File: src/rtl/brick_level_loader.sv
// brick_level_loader: walks the ROWS x COLS brick grid of one level held in an
// external synchronous ROM and emits one record (x, y, type, cell index) per
// present brick over a load/ready handshake. One cell costs FETCH, WAIT and
// EMIT cycles; a consumer stall only stretches EMIT.
module brick_level_loader #(
    parameter int COLS       = 10,
    parameter int ROWS       = 5,
    parameter int NUM_LEVELS = 4,
    parameter int BRICK_W    = 16,
    parameter int BRICK_H    = 8,
    parameter int X_ORIGIN   = 0,
    parameter int Y_ORIGIN   = 0,
    parameter int COORD_W    = 10,
    parameter int ADDR_W     = 10,
    parameter int TYPE_W     = 3,
    parameter int EMIT_EMPTY = 0
) (
    input  logic               clk,
    input  logic               resetn,
    input  logic               start,
    input  logic [7:0]         selection,
    output logic [ADDR_W-1:0]  rom_addr,
    input  logic [TYPE_W-1:0]  rom_data,
    output logic               load,
    input  logic               ready,
    output logic [COORD_W-1:0] x_out,
    output logic [COORD_W-1:0] y_out,
    output logic [TYPE_W-1:0]  brick_type,
    output logic [ADDR_W-1:0]  address,
    output logic               busy,
    output logic               done,
    output logic [ADDR_W-1:0]  brick_count
);

    localparam int CELLS = ROWS * COLS;

    typedef enum logic [2:0] {
        S_IDLE,
        S_FETCH,
        S_WAIT,
        S_EMIT,
        S_FIN
    } state_t;

    state_t state, state_next;

    logic [ADDR_W-1:0]  rom_ptr;     // absolute ROM address of the current cell
    logic [ADDR_W-1:0]  cell_index;  // level-relative cell index
    logic [ADDR_W-1:0]  col;
    logic [ADDR_W-1:0]  row;
    logic [COORD_W-1:0] x_acc;
    logic [COORD_W-1:0] y_acc;
    logic [TYPE_W-1:0]  type_reg;
    logic [ADDR_W-1:0]  count;

    logic [7:0]         level_pick;
    logic [ADDR_W-1:0]  level_base;
    logic               present;
    logic               last_cell;
    logic               step;

    // Out-of-range selections fall back to level 0; the level base is formed
    // once per start and afterwards the ROM pointer only increments.
    assign level_pick = (int'(selection) >= NUM_LEVELS) ? 8'd0 : selection;
    assign level_base = ADDR_W'(int'(level_pick) * CELLS);
    assign present    = (type_reg != '0) || (EMIT_EMPTY != 0);
    assign last_cell  = (row == ADDR_W'(ROWS - 1)) && (col == ADDR_W'(COLS - 1));

    assign rom_addr    = rom_ptr;
    assign x_out       = x_acc;
    assign y_out       = y_acc;
    assign brick_type  = type_reg;
    assign address     = cell_index;
    assign brick_count = count;

    // State register.
    always_ff @(posedge clk) begin
        if (!resetn) begin
            state <= S_IDLE;
        end else begin
            state <= state_next;
        end
    end

    // Next-state decode and handshake outputs; step marks leaving a cell.
    always_comb begin
        state_next = state;
        load       = 1'b0;
        busy       = 1'b0;
        done       = 1'b0;
        step       = 1'b0;
        case (state)
            S_IDLE: begin
                if (start) begin
                    state_next = S_FETCH;
                end
            end
            S_FETCH: begin
                busy       = 1'b1;
                state_next = S_WAIT;
            end
            S_WAIT: begin
                busy       = 1'b1;
                state_next = S_EMIT;
            end
            S_EMIT: begin
                busy = 1'b1;
                load = present;
                step = !present || ready;
                if (step) begin
                    state_next = last_cell ? S_FIN : S_FETCH;
                end
            end
            S_FIN: begin
                busy       = 1'b1;
                done       = 1'b1;
                state_next = S_IDLE;
            end
            default: begin
                state_next = S_IDLE;
            end
        endcase
    end

    // Cell walker: ROM pointer, grid position, coordinate accumulators, count.
    always_ff @(posedge clk) begin
        if (!resetn) begin
            rom_ptr    <= '0;
            cell_index <= '0;
            col        <= '0;
            row        <= '0;
            x_acc      <= '0;
            y_acc      <= '0;
            type_reg   <= '0;
            count      <= '0;
        end else begin
            if (state == S_IDLE && start) begin
                rom_ptr    <= level_base;
                cell_index <= '0;
                col        <= '0;
                row        <= '0;
                x_acc      <= COORD_W'(X_ORIGIN);
                y_acc      <= COORD_W'(Y_ORIGIN);
                count      <= '0;
            end
            if (state == S_WAIT) begin
                type_reg <= rom_data;
            end
            if (step) begin
                if (present) begin
                    count <= count + 1'b1;
                end
                if (!last_cell) begin
                    rom_ptr    <= rom_ptr + 1'b1;
                    cell_index <= cell_index + 1'b1;
                    if (col == ADDR_W'(COLS - 1)) begin
                        col   <= '0;
                        x_acc <= COORD_W'(X_ORIGIN);
                        row   <= row + 1'b1;
                        y_acc <= y_acc + COORD_W'(BRICK_H);
                    end else begin
                        col   <= col + 1'b1;
                        x_acc <= x_acc + COORD_W'(BRICK_W);
                    end
                end
            end
        end
    end

endmodule

File: config.mk
export PLATFORM = sky130hd
export DESIGN_NAME = brick_level_loader
export DESIGN_NICKNAME = d
export VERILOG_FILES = /design/src/rtl/brick_level_loader.sv
export SDC_FILE = /design/constraint.sdc
export NUM_CORES = 1
export LEC_CHECK = 0
export ABC_AREA = 0
export CAP_MARGIN = 10
export CORE_UTILIZATION = 32
export DETAILED_ROUTE_END_ITERATION = 10
export HOLD_SLACK_MARGIN = 0.05
export PLACE_DENSITY = 0.51
export SLEW_MARGIN = 20
export SYNTH_ARGS = -nofsm -noshare
export SYNTH_HDL_FRONTEND = slang
export SYNTH_SLANG_ARGS = --single-unit
File: constraint.sdc
create_clock -name clk -period 3.4 [get_ports clk]
set_input_delay 0.68 -clock clk [delete_from_list [all_inputs] [get_ports clk]]
set_output_delay 0.68 -clock clk [all_outputs]
set_load 0.1 [all_outputs]
==> flow_metrics.tcl <==
set metrics [dict create \
    start_kind "input pin" \
    fin_nets 564 \
    setup_viol 0 \
    drc_errors 0 \
    antenna_found_initial 0 \
    grt-ovfl-total 0 \
    synth_seq_cells 76 \
    arrival_ns 3.17 \
    placedCellCount 680 \
    hold_ws_ns 0.4763 \
    post_cts_buffers 0 \
    dieWidth_um 115.1 \
    hold_start "x_out[1]" \
    max-slew-margin-rel_pct 35.11 \
    ctsResizeCount 0 \
    grt_pass1_vias 3374 \
    powerDensity_nw_per_um2 470.0 \
    min_to "x_out[1]" \
    cp.required_ns 3.68 \
    num_vias 3665 \
    drtAntennaViolNets 0 \
    yosys.cell_count.top_type "dfxtp_1" \
    crit_path_cell_trace "clkdlybuf4s50_1, or4_1, nor3_1, and2_1, ha_1, ha_1, ha_1, inv_1, fa_1, a21oi_1, o211a_1" \
    cts_buffers 9 \
    peakVddDrop_v 0.0002152 \
    synth_edf_count 0 \
    core-area_um2 12260 \
    grt.total_usage_pct 16.41 \
    synth_top_cell_by_area "dfxtp_1" \
    drv_slew 0 \
    syn_area_um2 4094 \
    synth_top_area_share_pct 37.16 \
    synthFlopType "dfxtp_1" \
    reg2reg_setup_slack_ns 0.99 \
    cap_violations 0 \
    synth.distinct_cells 64 \
    crit_fanout 3 \
    hp-class "register to register" \
    post_drt_wl_per_cell_um 14.79 \
    reg2reg_from "col[3]" \
    clock-sinks 76 \
    netlist_instances 450 \
    finalHoldViolations 0 \
    die_h_um 115.1 \
    grt_use_met1_pct 20.88 \
    vias_per_cell 5.266 \
    avgSynthCellArea_um2 9.098 \
    drive_above_1_share_pct 17.99 \
    start_util_pct 33.39 \
    critPathKind "input pin to register" \
    hpwlAfterDp_mm 7.372 \
    yosysWarnings 0 \
    cp_common_cell "ha_1" \
    synth_area_leaders "dfxtp_1 37%, ha_1 7.0%, xnor2_1 3.4%, nor2_1 3.3%, nand3_1 3.1%" \
    grtUsageMet3_pct 3.743 \
    htreeDepth 3 \
    tritoncts "built" \
    max_freq_ghz 0.3464 \
    grt_pass1_wl_mm 17.02 \
    clk_pin_slew_ns 0.06 \
    rr_endpoint "x_out[8]" \
    p_leak_nw 1.967 \
    period_needed_ns 2.887 \
    rsz0062_at_grt "no" \
    max_slew.worst_pin.slew_ns 0.9698 \
    end_kind "register" \
    setup_tns_ns 0 \
    cts_hold_buffers 0 \
    synth_common_cells "76 x dfxtp_1, 36 x nor2_1, 27 x nand2_1" \
    fin_cells 696 \
    gp_congestion 0.7691 \
    dieArea_um2 13250 \
    finClkSkew_ns 0.003300 \
    drt-total-wl_mm 10.29 \
    ios 71 \
    insertion_delay_ns 0.34 \
    post-route-period-util_pct 84.91 \
    cp_slowest_cell "or4_1" \
    antenna_cells 0 \
    drt_first_pass_iters 4 \
    clock_path_buffers 2 \
    syn_to_final_growth_pct 25.12 \
    rows 40 \
    grt_max_degree 30 \
    ff2ff_path_depth 6 \
    outcome "finished, final reports clean" \
    synth-async-reset-ratio_pct 0 \
    ys_seq_area_share_pct 37.16 \
    hold_depth 1 \
    use_met2_pct 26.79 \
    port_buffers 70 \
    top_usage_layer "met2" \
    slowest_delay_ns 0.51 \
    clockRootBuffer "clkbuf_16" \
    first_iter_violations 175 \
]
worst max-delay path, delay by kind of cell:
kind,cells,cell delay (ns)
buffers and inverters,2,0.45
and+or+nand+nor,3,0.89
AOI/OAI and AO/OA,2,0.28
adders and majority gates,4,0.88
through the flow:
stage	utilization (%)	worst slack [ns]	instance area, um2	total power, W
floorplan	-	0.06710	4128	0.001343
global placement	39.30	0.1825	4818	0.001445
detailed placement	39.30	0.1326	4818	0.001449
CTS	41.78	0.4941	5122	0.002441
global route	41.78	0.3584	5122	0.002509
finish	41.78	0.5132	5122	0.002408
routing by layer:
layer  up-vias  routed length, um
met3        12                384
li1       1823                  -
met2        62               4852
met1      1768               4889
met5         -                  0
met4         0                165
sequential cells by signal, summed over array words and instances (netlist names):
name         flops
state            3
col             10
brick_count     10
y_out           10
brick_type       3
rom_addr        10
x_out           10
address         10
row             10
where the power goes:
part / internal (W) / switching, W / total [W] / leakage, nW
Combinational: 0.000130 / 0.000345 / 0.000475 / 1.20
Sequential: 0.000917 / 0.0000388 / 0.000955 / 0.614
Clock: 0.000606 / 0.000371 / 0.000977 / 0.149
placed cells by master (no fill, tap or decap), types with 3 or more instances in the layout:
| cell type | Yosys | final |
|---|---|---|
| dfxtp_1 | 76 | 76 |
| buf_4 | 3 | 57 |
| nor2_1 | 36 | 36 |
| nand2_1 | 27 | 27 |
| nand3_1 | 25 | 25 |
| a21oi_1 | 24 | 24 |
| ha_1 | 23 | 23 |
| clkdlybuf4s50_1 | 0 | 21 |
| xnor2_1 | 16 | 16 |
| and3_1 | 15 | 15 |
| inv_1 | 13 | 13 |
| nand4_1 | 12 | 12 |
| o21ai_0 | 12 | 12 |
| nor3_1 | 11 | 11 |
| a311oi_1 | 11 | 11 |
| conb_1 | 1 | 10 |
| or4_1 | 9 | 9 |
| clkbuf_16 | 0 | 9 |
| o31ai_1 | 8 | 8 |
| or3_1 | 7 | 7 |
| and4_1 | 7 | 7 |
| o211ai_1 | 7 | 7 |
| mux2i_1 | 7 | 7 |
| and2_1 | 6 | 6 |
| o21a_1 | 6 | 6 |
| a211oi_1 | 6 | 6 |
| xor2_1 | 6 | 6 |
| nor4_2 | 4 | 4 |
| or2_2 | 4 | 4 |
| nor3b_1 | 3 | 3 |
| nor2b_1 | 3 | 3 |
| a41oi_1 | 3 | 3 |
| fa_1 | 3 | 3 |
logic make-up after synthesis:
| family | synth area share [%] |
|---|---|
| other | 0.09160 |
| and+or+nand+nor | 25.37 |
| DFF | 37.16 |
| AOI/OAI and AO/OA | 17.15 |
| xor gates and xnor gates | 4.706 |
| buffers and inverters | 5.043 |
| adders and majority gates | 8.496 |
| muxes | 1.987 |
worst max path at each step:
stage | start | end | slack [ns] | cells past startpoint
floorplan | state[0] | done | 0.07 | 2
global placement | selection[4] | rom_addr[6] | 0.18 | 11
detailed placement | selection[4] | rom_addr[6] | 0.13 | 11
CTS | selection[4] | rom_addr[6] | 0.49 | 11
global route | selection[4] | rom_addr[6] | 0.36 | 11
finish | selection[4] | rom_addr[6] | 0.51 | 11
layout make-up:
type	instances	area, um2
repair buffers	78	638.1
clock buffers	12	256.5
flip-flops and latches	76	1521
well taps	168	210.2
multi-input cells	345	2400
fillers	1276	7139
clock inverters	4	47.55
inverters	13	48.80
(Power assumes the default switching activity.)
==> edit (same settings) <==
The 5 states of `state_t` get a one-hot encoding in 5 bits.
--- a/src/rtl/brick_level_loader.sv
+++ b/src/rtl/brick_level_loader.sv
@@ -36,8 +36,8 @@
 
-    typedef enum logic [2:0] {
-        S_IDLE,
-        S_FETCH,
-        S_WAIT,
-        S_EMIT,
-        S_FIN
+    typedef enum logic [4:0] {
+        S_IDLE  = 5'b00001,
+        S_FETCH = 5'b00010,
+        S_WAIT  = 5'b00100,
+        S_EMIT  = 5'b01000,
+        S_FIN   = 5'b10000
     } state_t;
Function: same outputs for any inputs over 10 cycles, from zero or initial values and one cycle with resetn low; not proved beyond that.
==> edit against the original RTL <==
Sequential cell count grew 2; routed wire length increased by 3.9%; total power shrank 15%; area after synthesis up 2.0%; die area increased by 1.9%; setup slack lost 110 ps; design area increased by 1.8%; core utilization is 0.63 points lower; worst hold slack lost 3.4 ps; critical path type unchanged; largest cell class unchanged.
==> edit: results (changes against the original RTL) <==
* Share of cells above drive strength 1 at 17.2% (-0.75 points)
* Final Wtd Congestion at 0.771 (+0.18%)
* Worst r2r dst: col[5]
* Vias in the first global route at 3569 (+5.8%)
* R2r setup slk at 1190 ps (+200 ps)
* Status: complete, no violations
* RR Startpoint: state[0]
* TritonRoute pass-1 iters at 5 (+1)
* FF-to-FF path depth at 7 (+1)
* Gr usage total at 16.6% (+0.14 points)
* Yosys cell types at 61 (-4.7%)
* Pin count of the biggest net entering global routing at 41 (+37%)
* Crit path launch: selection[5]
* Vias at 3761 (+2.6%)
* CP arrival at 3250 ps (+80 ps)
* Sequential share of the synthesized area at 37.4% (+0.25 points)
* Post-Route WL at 10.7 mm (+3.9%)
* FILL cells at 1299 (+1.8%)
* Synth top area cells: dfxtp_1 (37%), ha_1 (6.9%), xnor2_1 (3.8%)
* Synth top cells by count: dfxtp_1 (78), nor2_1 (39), nand2_1 (35)
* First-pass GRT wire length at 17.6 mm (+3.4%)
* HPWL Detailed at 7.33 mm (-0.55%)
* Clk_skew at 5.77 ps (+2.47 ps)
* Peak VDD IR at 0.000181 V (-16%)
* Worst-Margin Slew at 973 ps (+2.84 ps)
* LEAKAGE at 2.07 nW (+5.4%)
==> edit: worst min path at each step <==
stage,end,slack (ps),cells past startpoint,start
detailed placement,x_out[9],460,1,x_out[9]
floorplan,col[9],450,1,col[9]
global route,x_out[0],500,1,x_out[0]
global placement,x_out[9],460,1,x_out[9]
finish,x_out[9],470,1,x_out[9]
CTS,x_out[9],480,1,x_out[9]
==> edit: critical path, delay by kind of cell <==
family | cells | cell delay (ps)
and+or+nand+nor | 5 | 1020
buffers and inverters | 2 | 450
AOI/OAI and AO/OA | 1 | 240
adders and majority gates | 4 | 880
==> edit: area by class of cell <==
| cell class | count | area [um2] | area share [%] |
|---|---|---|---|
| flip-flops and latches | 78 | 1560 | 29.9 |
| multi-input cells | 366 | 2470 | 47.4 |
| clock inverters | 2 | 10.0 | 0.192 |
| well taps | 172 | 215 | 4.13 |
| clock buffers | 12 | 246 | 4.73 |
| inverters | 11 | 41.3 | 0.792 |
| repair buffers | 82 | 668 | 12.8 |
==> edit: stage by stage <==
step / setup WS (ps) / power [mW] / std cells
finish: 404 / 2.06 / 723
global placement: 80.1 / 1.20 / 709
global route: 185 / 2.14 / 723
CTS: 394 / 2.08 / 723
floorplan: 106 / 1.14 / 479
detailed placement: 30.1 / 1.20 / 709
==> edit: report_power, final <==
part / internal, mW / total, mW / leakage, nW / switching [mW]
clock: 0.504 / 0.873 / 0.128 / 0.369
sequential: 0.926 / 0.941 / 0.630 / 0.0153
combinational: 0.0760 / 0.243 / 1.31 / 0.167
total: 1.51 / 2.06 / 2.07 / 0.552
==> edit: routing by layer <==
layer / up-vias / global-route usage [%] / part of all wire [%]
met5: - / 0 / 0
met4: 0 / 5.90 / 1.7
met3: 13 / 3.48 / 3.3
met2: 67 / 27.1 / 47
met1: 1797 / 21.5 / 48
li1: 1884 / - / -
==> edit: cells by family after synthesis <==
logic type | after synthesis | share of synthesized area [%]
muxes | 10 | 2.49
and+or+nand+nor | 201 | 27.3
AOI/OAI and AO/OA | 98 | 15.8
xor gates and xnor gates | 21 | 4.41
other | 1 | 0.0898
DFF | 78 | 37.4
buffers and inverters | 35 | 4.20
adders and majority gates | 26 | 8.33
